**config.mk**
```make
export PLATFORM = sky130hd
export DESIGN_NAME = ctrl_mc_flat
export DESIGN_NICKNAME = d
export VERILOG_FILES = /design/src/rtl/ctrl_mc_pkg.sv /design/src/rtl/ctrl_mc_if.sv /design/src/rtl/ctrl_decode.sv /design/src/rtl/ctrl_mc.sv /design/src/flat_wrapper.sv
export SDC_FILE = /design/constraint.sdc
export NUM_CORES = 1
export LEC_CHECK = 0
export BUFFER_PORTS_ARGS = -buffer_cell sky130_fd_sc_hd__buf_4
export CAP_MARGIN = 20
export CORE_AREA = 5 5 42 44
export DETAILED_ROUTE_END_ITERATION = 8
export DIE_AREA = 0 0 47 49
export PLACE_DENSITY_LB_ADDON = 0.25
export SETUP_SLACK_MARGIN = 0.15
export SYNTH_ARGS = -nofsm -noshare
export SYNTH_HDL_FRONTEND = slang
export SYNTH_SLANG_ARGS = --single-unit
```
**constraint.sdc**
```tcl
create_clock -name Clk -period 1.65 [get_ports Clk]
set_input_delay 0.2475 -clock Clk [delete_from_list [all_inputs] [get_ports Clk]]
set_output_delay 0.2475 -clock Clk [all_outputs]
set_load 0.05 [all_outputs]
```
**src/rtl/ctrl_mc_pkg.sv**
```systemverilog
// Shared definitions for the multi-cycle control decoder: opcodes, FSM states, control word.
// Combinational constants only; no timing or backpressure of its own.
package ctrl_mc_pkg;

    typedef enum logic [4:0] {
        OP_AND      = 5'd0,
        OP_ORR      = 5'd1,
        OP_XOR_B    = 5'd2,
        OP_XOR_G    = 5'd3,
        OP_ADD      = 5'd4,
        OP_STA      = 5'd5,
        OP_LDA      = 5'd6,
        OP_CMP      = 5'd7,
        OP_SET_H    = 5'd8,
        OP_SET_L    = 5'd9,
        OP_JMP      = 5'd10,
        OP_CMP_LS   = 5'd11,
        OP_SHL      = 5'd12,
        OP_SHR      = 5'd13,
        OP_BEQ      = 5'd14,
        OP_LD_LUT_H = 5'd15,
        OP_LD_LUT_L = 5'd16,
        OP_LDR      = 5'd17,
        OP_STR      = 5'd18,
        OP_HLT      = 5'd19
    } opcode_e;

    typedef enum logic [1:0] {
        RUN      = 2'd0,
        MEM_WAIT = 2'd1,
        HALT     = 2'd2
    } ctrl_state_t;

    typedef struct packed {
        logic       pc_jmp_flag;
        logic       pc_beq_flag;
        logic       lut_write_en;
        logic       lut_read_en;
        logic       lut_load_hi;
        logic       reg_write_en;
        logic       reg_from_alu;
        logic       reg_from_mem;
        logic       reg_from_acc;
        logic       acc_write_en;
        logic       acc_from_reg;
        logic       acc_from_alu;
        logic       acc_from_imm;
        logic       acc_load_hi;
        logic       mem_write_en;
        logic [4:0] alu_opcode;
    } ctrl_word_t;

    localparam int BR_EQ_ONE  = 0;
    localparam int BR_NONZERO = 1;

    localparam logic [4:0] ALU_AND    = 5'b00000;
    localparam logic [4:0] ALU_ORR    = 5'b00001;
    localparam logic [4:0] ALU_XOR_B  = 5'b00010;
    localparam logic [4:0] ALU_XOR_G  = 5'b00011;
    localparam logic [4:0] ALU_ADD    = 5'b00100;
    localparam logic [4:0] ALU_CMP    = 5'b00111;
    localparam logic [4:0] ALU_CMP_LS = 5'b01011;
    localparam logic [4:0] ALU_SHL    = 5'b01100;
    localparam logic [4:0] ALU_SHR    = 5'b01101;

endpackage

```
**src/rtl/ctrl_mc_if.sv**
```systemverilog
// Instruction-in / control-flags-out bundle between instruction memory, decoder and datapath.
// Optional perf counters appear only when CTRL_PERF_CNT_EN is defined.
interface ctrl_mc_if #(
    parameter int INSTR_W = 9,
    parameter int ACC_W   = 8,
    parameter int CNT_W   = 16
);
    logic [INSTR_W-1:0] Instruction;
    logic [ACC_W-1:0]   AccInput;
    logic PC_Jmp_Flag, PC_Beq_Flag;
    logic LUT_Write_En, LUT_Read_En, LUT_Load_Hi;
    logic Reg_Write_En, Reg_From_ALU, Reg_From_Mem, Reg_From_Acc;
    logic Acc_Write_En, Acc_From_Reg, Acc_From_ALU, Acc_From_Imm, Acc_Load_Hi;
    logic Mem_Write_En;
    logic [4:0] ALU_Opcode;
    logic Stall, Ack;
`ifdef CTRL_PERF_CNT_EN
    logic [CNT_W-1:0] Retire_Cnt, Stall_Cnt;
`endif

    modport master (
        output Instruction, AccInput,
        input  PC_Jmp_Flag, PC_Beq_Flag, LUT_Write_En, LUT_Read_En, LUT_Load_Hi,
        input  Reg_Write_En, Reg_From_ALU, Reg_From_Mem, Reg_From_Acc,
        input  Acc_Write_En, Acc_From_Reg, Acc_From_ALU, Acc_From_Imm, Acc_Load_Hi,
        input  Mem_Write_En, ALU_Opcode, Stall, Ack
`ifdef CTRL_PERF_CNT_EN
        , input Retire_Cnt, Stall_Cnt
`endif
    );

    modport slave (
        input  Instruction, AccInput,
        output PC_Jmp_Flag, PC_Beq_Flag, LUT_Write_En, LUT_Read_En, LUT_Load_Hi,
        output Reg_Write_En, Reg_From_ALU, Reg_From_Mem, Reg_From_Acc,
        output Acc_Write_En, Acc_From_Reg, Acc_From_ALU, Acc_From_Imm, Acc_Load_Hi,
        output Mem_Write_En, ALU_Opcode, Stall, Ack
`ifdef CTRL_PERF_CNT_EN
        , output Retire_Cnt, Stall_Cnt
`endif
    );
endinterface

```
**src/rtl/ctrl_decode.sv**
```systemverilog
// Pure opcode-to-control-word map, including the branch condition test.
// Zero latency, no state, no backpressure.
module ctrl_decode
    import ctrl_mc_pkg::*;
#(
    parameter int ACC_W   = 8,
    parameter int BR_MODE = BR_EQ_ONE
) (
    input  logic [4:0]       opcode_i,
    input  logic [ACC_W-1:0] acc_i,
    output ctrl_word_t       cw_o,
    output logic             mem_o,
    output logic             halt_o
);
    logic br_taken;

    assign br_taken = (BR_MODE == BR_NONZERO) ? (acc_i != '0) : (acc_i == ACC_W'(1));

    always_comb begin
        cw_o   = '0;
        mem_o  = 1'b0;
        halt_o = 1'b0;
        case (opcode_i)
            OP_AND, OP_ORR, OP_XOR_B, OP_XOR_G, OP_ADD, OP_SHL, OP_SHR: begin
                cw_o.reg_write_en = 1'b1;
                cw_o.reg_from_alu = 1'b1;
                case (opcode_i)
                    OP_AND:   cw_o.alu_opcode = ALU_AND;
                    OP_ORR:   cw_o.alu_opcode = ALU_ORR;
                    OP_XOR_B: cw_o.alu_opcode = ALU_XOR_B;
                    OP_XOR_G: cw_o.alu_opcode = ALU_XOR_G;
                    OP_ADD:   cw_o.alu_opcode = ALU_ADD;
                    OP_SHL:   cw_o.alu_opcode = ALU_SHL;
                    default:  cw_o.alu_opcode = ALU_SHR;
                endcase
            end
            OP_CMP, OP_CMP_LS: begin
                cw_o.acc_write_en = 1'b1;
                cw_o.acc_from_alu = 1'b1;
                cw_o.alu_opcode   = (opcode_i == OP_CMP) ? ALU_CMP : ALU_CMP_LS;
            end
            OP_STA: begin
                cw_o.reg_write_en = 1'b1;
                cw_o.reg_from_acc = 1'b1;
            end
            OP_LDA: begin
                cw_o.acc_write_en = 1'b1;
                cw_o.acc_from_reg = 1'b1;
            end
            OP_SET_H, OP_SET_L: begin
                cw_o.acc_write_en = 1'b1;
                cw_o.acc_from_imm = 1'b1;
                cw_o.acc_load_hi  = (opcode_i == OP_SET_H);
            end
            OP_JMP: begin
                cw_o.lut_read_en = 1'b1;
                cw_o.pc_jmp_flag = 1'b1;
            end
            OP_BEQ: begin
                cw_o.lut_read_en = 1'b1;
                cw_o.pc_beq_flag = br_taken;
            end
            OP_LD_LUT_H, OP_LD_LUT_L: begin
                cw_o.lut_write_en = 1'b1;
                cw_o.lut_load_hi  = (opcode_i == OP_LD_LUT_H);
            end
            OP_LDR: begin
                cw_o.reg_write_en = 1'b1;
                cw_o.reg_from_mem = 1'b1;
                mem_o             = 1'b1;
            end
            OP_STR: begin
                cw_o.mem_write_en = 1'b1;
                mem_o             = 1'b1;
            end
            OP_HLT:  halt_o = 1'b1;
            default: ;
        endcase
    end
endmodule

```
**src/rtl/ctrl_mc.sv**
```systemverilog
// Multi-cycle control decoder: stalls the PC across slow data-memory accesses and halts stickily.
// Outputs are combinational from state and Instruction; optional CTRL_PERF_CNT_EN adds perf counters.
module ctrl_mc
    import ctrl_mc_pkg::*;
#(
    parameter int INSTR_W = 9,
    parameter int OP_W    = 5,
    parameter int ACC_W   = 8,
    parameter int MEM_LAT = 1,
    parameter int BR_MODE = BR_EQ_ONE,
    parameter int CNT_W   = 16
) (
    input  logic     Clk,
    input  logic     Reset,
    ctrl_mc_if.slave bus
);
    localparam logic [3:0] LAT_M1 = 4'(MEM_LAT - 1);

    ctrl_state_t state_q, state_d;
    logic [3:0]  wait_cnt_q, wait_cnt_d;
    ctrl_word_t  cw, out;
    logic        dec_mem, dec_halt, halt_req, stall, ack;

    ctrl_decode #(.ACC_W(ACC_W), .BR_MODE(BR_MODE)) u_decode (
        .opcode_i (5'(bus.Instruction[INSTR_W-1 -: OP_W])),
        .acc_i    (bus.AccInput),
        .cw_o     (cw),
        .mem_o    (dec_mem),
        .halt_o   (dec_halt)
    );

    assign halt_req = dec_halt || (&bus.Instruction);

    always_comb begin
        out        = '0;
        stall      = 1'b0;
        ack        = 1'b0;
        state_d    = state_q;
        wait_cnt_d = wait_cnt_q;
        case (state_q)
            RUN: begin
                if (halt_req) begin
                    ack     = 1'b1;
                    stall   = 1'b1;
                    state_d = HALT;
                end else begin
                    out = cw;
                    if (dec_mem && (MEM_LAT > 1)) begin
                        stall            = 1'b1;
                        out.reg_write_en = 1'b0;
                        wait_cnt_d       = LAT_M1;
                        state_d          = MEM_WAIT;
                    end
                end
            end
            MEM_WAIT: begin
                // Held instruction is re-decoded; only the last access cycle commits a load.
                out        = cw;
                wait_cnt_d = wait_cnt_q - 4'd1;
                if (wait_cnt_q > 4'd1) begin
                    stall            = 1'b1;
                    out.reg_write_en = 1'b0;
                end else begin
                    state_d = RUN;
                end
            end
            HALT: begin
                ack   = 1'b1;
                stall = 1'b1;
            end
            default: state_d = RUN;
        endcase
        if (Reset) begin
            out        = '0;
            stall      = 1'b0;
            ack        = 1'b0;
            state_d    = RUN;
            wait_cnt_d = '0;
        end
    end

    always_ff @(posedge Clk) begin
        if (Reset) begin
            state_q    <= RUN;
            wait_cnt_q <= '0;
        end else begin
            state_q    <= state_d;
            wait_cnt_q <= wait_cnt_d;
        end
    end

    assign bus.PC_Jmp_Flag  = out.pc_jmp_flag;
    assign bus.PC_Beq_Flag  = out.pc_beq_flag;
    assign bus.LUT_Write_En = out.lut_write_en;
    assign bus.LUT_Read_En  = out.lut_read_en;
    assign bus.LUT_Load_Hi  = out.lut_load_hi;
    assign bus.Reg_Write_En = out.reg_write_en;
    assign bus.Reg_From_ALU = out.reg_from_alu;
    assign bus.Reg_From_Mem = out.reg_from_mem;
    assign bus.Reg_From_Acc = out.reg_from_acc;
    assign bus.Acc_Write_En = out.acc_write_en;
    assign bus.Acc_From_Reg = out.acc_from_reg;
    assign bus.Acc_From_ALU = out.acc_from_alu;
    assign bus.Acc_From_Imm = out.acc_from_imm;
    assign bus.Acc_Load_Hi  = out.acc_load_hi;
    assign bus.Mem_Write_En = out.mem_write_en;
    assign bus.ALU_Opcode   = out.alu_opcode;
    assign bus.Stall        = stall;
    assign bus.Ack          = ack;

`ifdef CTRL_PERF_CNT_EN
    logic [CNT_W-1:0] retire_cnt_q, stall_cnt_q;
    logic             retire_ev, stall_ev;

    // Halt entry is the only cycle that both stalls and retires.
    assign retire_ev = !Reset && (state_q != HALT) && (!stall || ack);
    assign stall_ev  = !Reset && (state_q != HALT) && stall && !ack;

    always_ff @(posedge Clk) begin
        if (Reset) begin
            retire_cnt_q <= '0;
            stall_cnt_q  <= '0;
        end else begin
            if (retire_ev && !(&retire_cnt_q)) retire_cnt_q <= retire_cnt_q + CNT_W'(1);
            if (stall_ev && !(&stall_cnt_q))   stall_cnt_q  <= stall_cnt_q + CNT_W'(1);
        end
    end

    assign bus.Retire_Cnt = retire_cnt_q;
    assign bus.Stall_Cnt  = stall_cnt_q;
`endif
endmodule

```
**src/flat_wrapper.sv**
```systemverilog
// flat-port wrapper written by rule: the top's interface ports become plain ports
module ctrl_mc_flat import ctrl_mc_pkg::*;
#(
    parameter int INSTR_W = 9,
    parameter int OP_W    = 5,
    parameter int ACC_W   = 8,
    parameter int MEM_LAT = 1,
    parameter int BR_MODE = BR_EQ_ONE,
    parameter int CNT_W   = 16
)
  (Clk, Reset, bus_Instruction, bus_AccInput, bus_PC_Jmp_Flag, bus_PC_Beq_Flag, bus_LUT_Write_En, bus_LUT_Read_En, bus_LUT_Load_Hi, bus_Reg_Write_En, bus_Reg_From_ALU, bus_Reg_From_Mem, bus_Reg_From_Acc, bus_Acc_Write_En, bus_Acc_From_Reg, bus_Acc_From_ALU, bus_Acc_From_Imm, bus_Acc_Load_Hi, bus_Mem_Write_En, bus_ALU_Opcode, bus_Stall, bus_Ack);
  ctrl_mc_if #(.INSTR_W(INSTR_W), .ACC_W(ACC_W), .CNT_W(CNT_W)) bus_i ();
  input  logic Clk;
  input  logic Reset;
  input wire logic [$bits(bus_i.Instruction)-1:0] bus_Instruction;
  input wire logic [$bits(bus_i.AccInput)-1:0] bus_AccInput;
  output wire logic [$bits(bus_i.PC_Jmp_Flag)-1:0] bus_PC_Jmp_Flag;
  output wire logic [$bits(bus_i.PC_Beq_Flag)-1:0] bus_PC_Beq_Flag;
  output wire logic [$bits(bus_i.LUT_Write_En)-1:0] bus_LUT_Write_En;
  output wire logic [$bits(bus_i.LUT_Read_En)-1:0] bus_LUT_Read_En;
  output wire logic [$bits(bus_i.LUT_Load_Hi)-1:0] bus_LUT_Load_Hi;
  output wire logic [$bits(bus_i.Reg_Write_En)-1:0] bus_Reg_Write_En;
  output wire logic [$bits(bus_i.Reg_From_ALU)-1:0] bus_Reg_From_ALU;
  output wire logic [$bits(bus_i.Reg_From_Mem)-1:0] bus_Reg_From_Mem;
  output wire logic [$bits(bus_i.Reg_From_Acc)-1:0] bus_Reg_From_Acc;
  output wire logic [$bits(bus_i.Acc_Write_En)-1:0] bus_Acc_Write_En;
  output wire logic [$bits(bus_i.Acc_From_Reg)-1:0] bus_Acc_From_Reg;
  output wire logic [$bits(bus_i.Acc_From_ALU)-1:0] bus_Acc_From_ALU;
  output wire logic [$bits(bus_i.Acc_From_Imm)-1:0] bus_Acc_From_Imm;
  output wire logic [$bits(bus_i.Acc_Load_Hi)-1:0] bus_Acc_Load_Hi;
  output wire logic [$bits(bus_i.Mem_Write_En)-1:0] bus_Mem_Write_En;
  output wire logic [$bits(bus_i.ALU_Opcode)-1:0] bus_ALU_Opcode;
  output wire logic [$bits(bus_i.Stall)-1:0] bus_Stall;
  output wire logic [$bits(bus_i.Ack)-1:0] bus_Ack;
  assign bus_i.Instruction = bus_Instruction;
  assign bus_i.AccInput = bus_AccInput;
  assign bus_PC_Jmp_Flag = bus_i.PC_Jmp_Flag;
  assign bus_PC_Beq_Flag = bus_i.PC_Beq_Flag;
  assign bus_LUT_Write_En = bus_i.LUT_Write_En;
  assign bus_LUT_Read_En = bus_i.LUT_Read_En;
  assign bus_LUT_Load_Hi = bus_i.LUT_Load_Hi;
  assign bus_Reg_Write_En = bus_i.Reg_Write_En;
  assign bus_Reg_From_ALU = bus_i.Reg_From_ALU;
  assign bus_Reg_From_Mem = bus_i.Reg_From_Mem;
  assign bus_Reg_From_Acc = bus_i.Reg_From_Acc;
  assign bus_Acc_Write_En = bus_i.Acc_Write_En;
  assign bus_Acc_From_Reg = bus_i.Acc_From_Reg;
  assign bus_Acc_From_ALU = bus_i.Acc_From_ALU;
  assign bus_Acc_From_Imm = bus_i.Acc_From_Imm;
  assign bus_Acc_Load_Hi = bus_i.Acc_Load_Hi;
  assign bus_Mem_Write_En = bus_i.Mem_Write_En;
  assign bus_ALU_Opcode = bus_i.ALU_Opcode;
  assign bus_Stall = bus_i.Stall;
  assign bus_Ack = bus_i.Ack;
  ctrl_mc #(.INSTR_W(INSTR_W), .OP_W(OP_W), .ACC_W(ACC_W), .MEM_LAT(MEM_LAT), .BR_MODE(BR_MODE), .CNT_W(CNT_W)) u_core (.Clk(Clk), .Reset(Reset), .bus(bus_i));
endmodule
```
; Yosys cells after proc, flatten, opt, wreduce, memory -nomap -nowiden
; Cells that the tools add are included.
[word_totals]
ff_bits = 6
latchBits = 0
ram_bits = 0
mem_bits_ro = 0
in_bits = 19
out_inout_bits = 22
elab_cells = 72
memories = 0
[classes]
add_sub_neg = 1
mul = 0
div = 0
magnitude_cmp = 1
eq_ne = 24
shift = 0
n_mux = 31
bitwise = 1
n_reduce_logical = 12
[ops]
columns = op, count
row1 = "5-bit by 4-bit equality test with 1-bit output, second input constant", 8
row2 = 20-bit 2-to-1 mux, 2
row3 = 20-bit one-hot mux with 2 select lines, 1
row4 = 4-bit one-hot mux with 6 select lines, 1
row5 = "5-bit by 3-bit equality test with 1-bit output, second input constant", 4
row6 = "5-bit equality test, second input constant", 4
row7 = 1-bit 2-to-1 mux, 19
row8 = "5-bit by 2-bit equality test with 1-bit output, second input constant", 2
row9 = 5-bit one-hot mux with 2 select lines, 1
row10 = 9-bit AND reduction, 1
row11 = 9-bit OR reduction, 1
row12 = "8-bit by 1-bit equality test with 1-bit output, second input constant", 1
row13 = 2-bit OR reduction, 4
row14 = 7-bit OR reduction, 1
row15 = 2-bit 2-to-1 mux, 3
row16 = 2-bit one-hot mux with 3 select lines, 1
row17 = "5-bit by 1-bit equality test with 1-bit output, second input constant", 1
row18 = 5-bit logical NOT, 1
row19 = 5-bit OR reduction, 1
row20 = "4-bit by 1-bit greater-than comparator with 1-bit output, second input constant", 1
row21 = 4-bit 2-to-1 mux, 1
row22 = "4-bit by 1-bit subtractor with 4-bit output, second input constant", 1
row23 = 1-bit one-hot mux with 3 select lines, 1
row24 = 3-bit AND reduction, 1
row25 = other kinds (8), 8

; Longest topological paths before layout
; Gate-level depths: netlist of the first run.
[depth]
ltp_word = 6
depth_mapped = 5
depth_no_buf = 3

; Cells and area by module
; A second synthesis of the first run with hierarchy kept.
[unflattened]
cells_unflattened = 85
area_unflattened_um2 = 566.8
[by_module_without_submodules]
columns = mod, n_inst, cells_each, area_each_um2, seq_area_each_um2
row1 = ctrl_decode, 1, 53, 325.3, 0.0
row2 = ctrl_mc, 1, 32, 241.5, 20.0

; Worst setup path after synthesis of the first run
; OpenSTA, ideal clock, no wires.
[synth_path]
kind = register to output
from = register u_core.state_q[1]
to = output bus_Acc_Load_Hi
t_arrival_ps = 2298
t_required_ps = 1402
path_slack_ps = -895
path_stages_with_launch = 3
path_buffers = 0
path_cell_list = dfxtp_1 -> or3_1 -> nor4_1
[synth_between]
elab_chain_cells = 3
elab_cells_between_ends = 4
classes_between = eq/ne (1) / mux (2) / reduce/logical (1)
[synth_rtl]
columns = item, line
row1 = "start, declared", ctrl_mc.sv:19  ; ctrl_state_t state_q, state_d;
row2 = "start signal, assigned", ctrl_mc.sv:87  ; state_q <= state_d;
row3 = 2-bit by 1-bit equality test with 1-bit output / 2-bit logical NOT (equally long branches), ctrl_mc.sv:40  ; case (state_q)
row4 = 20-bit one-hot mux with 2 select lines (*), ctrl_mc.sv:40
row5 = 20-bit 2-to-1 mux (*), ctrl_mc.sv:73  ; if (Reset) begin
row6 = "end, declared", flat_wrapper.sv:30  ; output wire logic [$bits(bus_i.Acc_Load_Hi)-1:0] bus_Acc_Load_Hi;
; Every way passes the cells marked *; elsewhere a longest branch is shown, timed or not.

; Worst setup path in the final report of the first run
[layout_path]
from = input bus_Instruction[5]
to = output bus_Reg_Write_En
[layout_between]
elab_chain_cells = 6
elab_cells_between_ends = 19
classes_between = eq/ne (9) / mux (6) / reduce/logical (4)
[layout_rtl]
columns = item, line
row1 = "start, declared", flat_wrapper.sv:15  ; input wire logic [$bits(bus_i.Instruction)-1:0] bus_Instruction;
row2 = 5-bit by 1-bit equality test with 1-bit output (tied with other cells), ctrl_decode.sv:23  ; case (opcode_i)
row3 = 9-bit OR reduction (no source line) / 1-bit 2-to-1 mux (equally long branches), -
row4 = 1-bit 2-to-1 mux / 1-bit logical OR (equally long branches), "ctrl_decode.sv:23, ctrl_mc.sv:32"
row5 = 1-bit 2-to-1 mux / 20-bit 2-to-1 mux (equally long branches), "ctrl_mc.sv:60, ctrl_mc.sv:42"
row6 = 20-bit one-hot mux with 2 select lines (*), ctrl_mc.sv:40
row7 = 20-bit 2-to-1 mux (*), ctrl_mc.sv:73
row8 = "end, declared", flat_wrapper.sv:22  ; output wire logic [$bits(bus_i.Reg_Write_En)-1:0] bus_Reg_Write_En;
; Marks and branches as above.

==> results.md, run 1 <==
- Hold WS: ~530 ps
- Post-DP HPWL: between 1 and 1.5 mm
- Worst reg2reg path startpoint: u_core.state_q[1]$_SDFFE_PP0P_
- Period utilization: 0.918
- WL per Instance: approximately 13 µm
- Die W: about 47 µm
- Hold Path Sink: u_core.state_q[1]$_SDFFE_PP0P_
- Mean Syn Cell Area: about 6.4 µm²
- WP data required: 1400 ps
- First-pass DRT Iterations: 4
- Layout area overhead: 138%
- Layout cell share with drive strength beyond 1: 0.699
- Worst path arrival time: roughly 1300 ps
- Syn Inst Count: 68
- Final Skew: 0 ps
- Netlist cell types: 32
- Crit path time final: around 1500 ps
- Critical path peak fanout: 7
- RSZ-0062 raised after global routing: true
- Critical-path cell with the highest stage delay: o32a_1
- I/O Buffers: 39
- Max IR drop VDD: 0.203 mV
- Die H: 49 µm
- Global Route met1 Usage: 0.185
- Final core utilization: 0.735
- Worst hold path depth: 3
- Ys Warns: 0
- Status: completed
- Gr ovfl total: 0
- Grt met3 use: 0.0111
- Largest net degree at the start of global routing: 12
- Starting density of the core: 0.309
- Gr usage total: 0.142
- Post-synthesis net count: 87
- Largest register FFs: 1
- Hold crit path type: in -> reg
- Busiest grt layer: met2
- Die Footprint: approximately 2300 µm²
- Most common cell after layout, fill and taps aside: buf_4
- Share of the synthesized area in the top cell type: 0.104
- Crit path cell chain: buf_12 -> nand2b_4 -> o32a_1 -> a211oi_4 -> buf_6
- Top reg by flops: u_core.state_q
- Worst path max stage delay: approximately 360 ps
- Pleak: roughly 0.5 nW
- Number of global-route vias before repair: 604
- Num ports: about 40
- Biggest regs: u_core.state_q (1)
- Initial drt markers: 7
- Pwr per Cell Area: around 260 nW/µm²
- Reg2Reg Depth: 3
- Routed wire length: 1.63 mm
- Most frequent cells in the layout: buf_4 (38), buf_6 (10), nor2_1 (7)
- CP Class: in -> out
- RR Endpoint: u_core.state_q[1]$_SDFFE_PP0P_
- Seq/Total Area, Yosys: 0.0462
- Core ar.: ~1400 µm²
- Flops & latches, synth: 1
- Post-synth top area cell: nor2_1
- Initial antenna violation count: 0
- Worst reg2reg setup slack: approximately 870 ps
- DR DRC count: 0
- Setup_tns: 0 ps
- Inserted Diodes: 0
- Vias per cell: just over 5
- Fmax: ~0.66 GHz
- Num rows: 14
- Final ANT Viol Nets: 0
- Slew Limit Fails: 0
- Gpl congestion: about 0.77
- Netlist Area Pre-Place: between 400 and 500 µm²
- Number of max-cap violations: 0
- Layout Nets: 134
- Crit. End Element: primary output
- Final Setup Violations: 0
- Skew-Pair Late Insertion Delay: 0 ps
- Filler Cell Count: 113
- PnR Total Power: between 200 and 300 µW
- Global-route wire length before repair: between 2 and 3 mm
- Routed vias: approximately 650
- Final hold vios: 0
- Hold_sp: Reset
- Startpoint types: primary input
- Synth area leaders: nor2_1 (10%), and3_1 (7.2%), buf_4 (6.9%), mux2_2 (5.2%), dfxtp_1 (4.6%)
- CTS clk-pin slew, worst paths: 0 ps
- Met2 usage: 0.258
## cell families (layout without fill, tap and decap cells)
kind of cell / count (synthesis) / in the layout / synth area share
buffers and inverters: 8 / 53 / 0.110
xor gates and xnor gates: 2 / 2 / 0.0405
DFF: 1 / 1 / 0.0462
and+or+nand+nor: 42 / 42 / 0.506
muxes: 3 / 3 / 0.0751
other: 1 / 1 / 0.00866
AOI/OAI and AO/OA: 11 / 11 / 0.214
## metal layers
layer  share of wire  wire (µm)
met4               0          0
met1            0.39        632
met5               0          0
met2            0.53        862
met3           0.081        132
## cell type report
type                    count  area [µm²]  area share
repair buffers             51         458       0.445
multi-input cells          59         523       0.508
inverters                   2        7.51     0.00729
flip-flops and latches      1        21.3      0.0207
well taps                  16        20.0      0.0194
## repair_timing
item	4_1_cts	5_1_grt
pin swaps	2	4
hold endpoints to repair	0	0
hold buffers	0	0
resized for setup	10	13
buffers inserted	0	6
setup endpoints to repair	6	8
## report_power, final
group          switching, mW  total (mW)  internal (mW)  leakage, nW
sequential          0.000632      0.0257         0.0251      0.00858
combinational          0.131       0.245          0.114        0.491
clock                      0           0              0            0
total                  0.131       0.271          0.139        0.500
## how the worst max path moves through the flow
| stage | cells past startpoint | from | endpoint | slack, ps |
|---|---|---|---|---|
| after floorplan | 2 | u_core.state_q[1]$_SDFFE_PP0P_ | bus_Acc_Load_Hi | 8 |
| after global placement | 5 | bus_Instruction[7] | bus_LUT_Write_En | 70 |
| after detailed placement | 5 | bus_Instruction[7] | bus_LUT_Write_En | 50 |
| after CTS | 5 | bus_Instruction[4] | bus_LUT_Write_En | 100 |
| after global routing | 5 | bus_Instruction[5] | bus_Reg_Write_En | 110 |
| final | 5 | bus_Instruction[5] | bus_Reg_Write_En | 130 |
## stage by stage
stage / worst slack [ps] / area, µm² / std cells
5_1_grt: 108 / 1030 / 129
4_1_cts: 102 / 918 / 123
3_5_place_dp: 52.7 / 880 / 123
2_1_floorplan: 8.49 / 584 / 68
6_report: 135 / 1030 / 129
3_3_place_gp: 68.7 / 880 / 123
## synthesized netlist by cell type
cell / instances
nand2_1: 4
nand3_1: 3
nor4_1: 2
conb_1: 1
inv_1: 2
a31oi_1: 1
nor3_2: 1
xnor2_1: 2
a21oi_1: 1
o211a_1: 1
a211oi_1: 1
nand2b_1: 2
or2_2: 1
o31a_1: 2
nand3b_1: 1
buf_2: 2
and3_1: 5
dfxtp_1: 1
nor2_1: 12
nand2_2: 1
o21bai_1: 1
a221oi_2: 1
a2bb2oi_1: 1
nor2b_1: 3
o21ai_0: 1
o32a_1: 1
nand4_1: 1
or3_1: 2
nor3_1: 4
mux2_2: 2
mux2i_1: 1
buf_4: 4
## worst max-delay path, delay by kind of cell
| kind | cells | cell delay (ps) |
|---|---|---|
| compound gates | 2 | 580 |
| buf+inv | 2 | 310 |
| simple gates | 1 | 130 |
No activity file was read; power rests on OpenSTA's default activity.
==> inputs of run 2 (changes only) <==
--- a/config.mk
+++ b/config.mk
@@ -11,6 +11,7 @@
 export DETAILED_ROUTE_END_ITERATION = 8
 export DIE_AREA = 0 0 47 49
 export PLACE_DENSITY_LB_ADDON = 0.25
+export RECOVER_POWER = 50
 export SETUP_SLACK_MARGIN = 0.15
 export SYNTH_ARGS = -nofsm -noshare
 export SYNTH_HDL_FRONTEND = slang
==> run 2 against run 1 <==
Power is 0.77% lower. Sequential power is essentially flat. Sequential share of layout area is essentially flat. Sequential cell count unchanged. Die area unchanged. Worst setup slack about the same. Critical path type unchanged. Critical endpoint unchanged. Largest cell class unchanged.
==> results.md, run 2 (synthesis gave the netlist of run 1 again) <==
- Status: completed
- Setup ws final: between 100 and 150 ps
- Layout Nets: 134
- Startpoint types: primary input
- Dpl ws: 52.7 ps
- Number of max-cap violations: 0
- Max IR drop VDD: between 0.2 and 0.25 mV
- Final hold vios: 0
- Hold crit path type: in -> reg
- Largest net degree at the start of global routing: 12
- Pleak: 0.493 nW
- Vias per cell: 5.05
- Cell Area, Placed: 880 µm²
- Global-route wire length before repair: 2.70 mm
- Inserted Diodes: 0
- Final core utilization: 0.721
- Gr usage total: 0.142
- Setup_tns: 0 ps
- Worst path max stage delay: approximately 320 ps
- Number of global-route vias before repair: between 600 and 700
- Die H: between 40 and 50 µm
- Met2 usage: 0.258
- Grt met3 use: 0.0111
- Initial antenna violation count: 0
- Post-DP HPWL: 1.32 mm
- Period utilization: 0.918
- Starting density of the core: 0.309
- Routed vias: around 650
- WP data required: about 1400 ps
- Die W: 47 µm
- DR DRC count: 0
- Gr ovfl total: 0
- Largest register FFs: 1
- Worst path arrival time: between 1000 and 1500 ps
- Final Setup Violations: 0
- Num rows: 14
- I/O Buffers: 39
- Critical path peak fanout: 6
- Layout cell share with drive strength beyond 1: 0.699
- CP Class: in -> out
- Most frequent cells in the layout: buf_4 (29), buf_6 (10), clkbuf_2 (8)
- Hold_buf cts: 0
- Skew-Pair Late Insertion Delay: 0 ps
- Biggest regs: u_core.state_q (1)
- Critical-path cell with the highest stage delay: mux2_2
- Crit path time final: roughly 1500 ps
- Num ports: 41
- Gpl congestion: around 0.77
- Design area: approximately 1000 µm²
- WL per Instance: 12.7 µm
- Initial drt markers: 4
- First-pass DRT Iterations: 4
- Global Route met1 Usage: 0.185
- CTS clk-pin slew, worst paths: 0 ps
- Slew Limit Fails: 0
- Pwr per Cell Area: between 200 and 300 nW/µm²
- Crit path cell chain: buf_12 -> mux2_2 -> o32a_1 -> a211oi_4 -> buf_6
- Routed wire length: about 1.6 mm
- RSZ-0062 raised after global routing: true
- Top reg by flops: u_core.state_q
- Crit. End Element: primary output
- Busiest grt layer: met2
- Most common cell after layout, fill and taps aside: buf_4
- Filler Cell Count: 116
- Die Footprint: ~2300 µm²
- Final Skew: 0 ps
- Core ar.: ~1400 µm²
- Fmax: between 0.6 and 0.7 GHz
- Layout area overhead: 133%
- Final ANT Viol Nets: 0
==> run 2: routing by layer <==
layer	vias up	share of wire
met4	0	0
met5	-	0
met1	297	0.40
li1	333	-
met3	0	0.080
met2	21	0.52
==> run 2: timing repair <==
item | in CTS | in global routing
pin swaps | 2 | 4
setup endpoints to repair | 6 | 8
setup buffers | 0 | 6
gates resized for setup | 10 | 13
==> run 2: worst max-delay path, delay by kind of cell <==
family,cells,cell delay (ps)
compound gates,2,410
mux,1,320
buf+inv,2,280
==> run 2: power breakdown <==
part | leakage, nW | switching (mW) | total (mW) | internal, mW
Sequential | 0.00858 | 0.000637 | 0.0257 | 0.0251
Clock | 0 | 0 | 0 | 0
Combinational | 0.484 | 0.131 | 0.243 | 0.111
==> run 2: final timing paths <==
path	startpoint	endpoint	slack, ps	cells past startpoint
worst min-delay path	Reset	u_core.state_q[1]$_SDFFE_PP0P_	530	3
worst max-delay path	bus_Instruction[6]	bus_Reg_Write_En	140	5
worst min register to register	u_core.state_q[1]$_SDFFE_PP0P_	u_core.state_q[1]$_SDFFE_PP0P_	540	1
worst max register to register	u_core.state_q[1]$_SDFFE_PP0P_	u_core.state_q[1]$_SDFFE_PP0P_	870	3
==> run 2: layout make-up <==
class                      count  area [µm²]  area share
multi-input combinational     59         523       0.518
timing repair buffer          51         438       0.434
tap                           16        20.0      0.0198
inverter                       2        7.51     0.00743
sequential                     1        21.3      0.0211
==> run 2: through the flow <==
stage          cells  hold slack [ps]  power [mW]
2_1_floorplan     68              410       0.167
4_1_cts          123              542       0.243
3_3_place_gp     123              536       0.231
6_report         129              527       0.268
3_5_place_dp     123              542       0.234
5_1_grt          129              549       0.283
==> inputs of run 3 (changes only) <==
--- a/config.mk
+++ b/config.mk
@@ -12,6 +12,7 @@
 export DIE_AREA = 0 0 47 49
 export PLACE_DENSITY_LB_ADDON = 0.25
 export RECOVER_POWER = 50
+export REMOVE_ABC_BUFFERS = 1
 export SETUP_SLACK_MARGIN = 0.15
 export SYNTH_ARGS = -nofsm -noshare
 export SYNTH_HDL_FRONTEND = slang
==> run 3 against run 2 <==
Combinational power is 9.5% lower. Critical path depth down 1. Final cell count down 2.3%. Cell area shrank 11%. Sequential share of layout area grew 0.12 points. Hold slack improved by 36 ps. Power down 8.5%. Sequential cell count stayed put. Die area is the same. Critical path type unchanged. Highest routed layer is now met4.
==> results.md, run 3 (synthesis gave the netlist of run 1 again) <==
- DR DRC count: 0
- Number of global-route vias before repair: 576
- Inserted Diodes: 0
- Vias per cell: 5.20
- Top reg by flops: u_core.state_q
- Layout cell share with drive strength beyond 1: 0.573
- Initial antenna violation count: 0
- Worst path max stage delay: 410 ps
- Number of max-cap violations: 0
- Pleak: roughly 0.44 nW
- RSZ-0062 raised after global routing: true
- Max IR drop VDD: approximately 0.18 mV
- Crit path cell chain: buf_6 -> or3_4 -> nor3_1 -> buf_4
- Hold crit path type: in -> reg
- Crit. End Element: primary output
- Startpoint types: primary input
- Critical-path cell with the highest stage delay: or3_4
- Num rows: 14
- Gr usage total: 0.128
- Routed wire length: around 1.7 mm
- Crit path time final: 1510 ps
- Final Skew: 0 ps
- Design area: around 900 µm²
- Biggest regs: u_core.state_q (1)
- Final hold vios: 0
- Initial drt markers: 10
- Core ar.: between 1000 and 1500 µm²
- Critical path peak fanout: 8
- First-pass DRT Iterations: 4
- PnR Total Power: ~250 µW
- Skew-Pair Late Insertion Delay: 0 ps
- Final core utilization: 0.642
- WP buf/inv: 2
- Period utilization: 0.918
- Layout area overhead: 108%
- Register area: between 20 and 25 µm²
- Slew Limit Fails: 0
- Routed vias: ~660
- Gpl congestion: about 0.75
- Gr ovfl total: 0
- WL per Instance: 13.7 µm
- WP data required: 1400 ps
- Finished Layout Cells: 126
- Global-route wire length before repair: approximately 2.4 mm
- Post-DP HPWL: around 1.3 mm
- Worst path arrival time: 1270 ps
- Largest net degree at the start of global routing: 12
- Die W: 47 µm
- Starting density of the core: 0.309
- Hold WS: around 560 ps
- Multi-input gate area: 433 µm²
- Fmax: between 0.6 and 0.7 GHz
- Num ports: slightly above 40
- Dpl cells: 123
- Status: completed
- Final ANT Viol Nets: 0
- Delay-heaviest family, CP: simple AND/OR/NAND/NOR gates
- Largest register FFs: 1
- CP Class: in -> out
- Layout Nets: 131
- Most frequent cells in the layout: buf_4 (29), nor2_1 (12), clkbuf_2 (7)
- Die Footprint: approximately 2300 µm²
- Filler Cell Count: 136
- I/O Buffers: 39
- Final Setup Violations: 0
- Most common cell after layout, fill and taps aside: buf_4
- Die H: 49 µm
- Cell Area, Placed: approximately 750 µm²
- Pwr per Cell Area: roughly 270 nW/µm²
- CTS clk-pin slew, worst paths: 0 ps
## run 3: cell count changes in the layout (fill, tap and decap cells not counted), moves of 2 or more
cell / change
nor3_4: -4
nand2_4: +2
nor3_2: +2
nand2b_1: +2
nor3_1: +2
nor2_1: +5
nor2_2: -4
buf_6: -4
## run 3: per-layer routing
metal	vias up	track usage	wire length, µm
met3	2	0.00738	148
li1	325	-	-
met1	296	0.150	633
met5	-	0	0
met2	32	0.253	921
met4	0	0	27
## run 3: final timing paths
kind | slack, ps | to | cells past startpoint | startpoint
hold / removal | 560 | u_core.state_q[1]$_SDFFE_PP0P_ | 3 | Reset
hold reg to reg | 670 | u_core.state_q[1]$_SDFFE_PP0P_ | 2 | u_core.state_q[1]$_SDFFE_PP0P_
setup / recovery | 140 | bus_Acc_From_Imm | 4 | bus_Instruction[8]
setup reg to reg | 760 | u_core.state_q[1]$_SDFFE_PP0P_ | 4 | u_core.state_q[1]$_SDFFE_PP0P_
## run 3: where the power goes
| group | switching (mW) | internal, mW |
|---|---|---|
| combinational | 0.117 | 0.103 |
| clock | 0 | 0 |
| sequential | 0.000368 | 0.0250 |
| total | 0.117 | 0.128 |
## run 3: cell type report
type,instances,share of cell area
timing repair buffer,48,0.466
inverter,2,0.00834
sequential,1,0.0223
multi-input combinational,59,0.481
tap,16,0.0223
## run 3: repair_timing
action,CTS,global route
gates cloned,0,0
hold buffers,0,0
setup buffers,0,3
resized for setup,10,21
pin swaps,2,2
endpoints found under the setup margin,7,6
## run 3: tightest hold or removal path, stage by stage
cell and delay [ps]:
buf_4 110, nor2_1 60, o31a_1 90
## run 3: per-stage QoR
step | setup TNS, ps | setup slack, ps
6_report | 0 | 135
5_1_grt | 0 | 54.5
4_1_cts | 0 | 131
3_5_place_dp | 0 | 78.2
3_3_place_gp | 0 | 63.5
2_1_floorplan | -3480 | -895
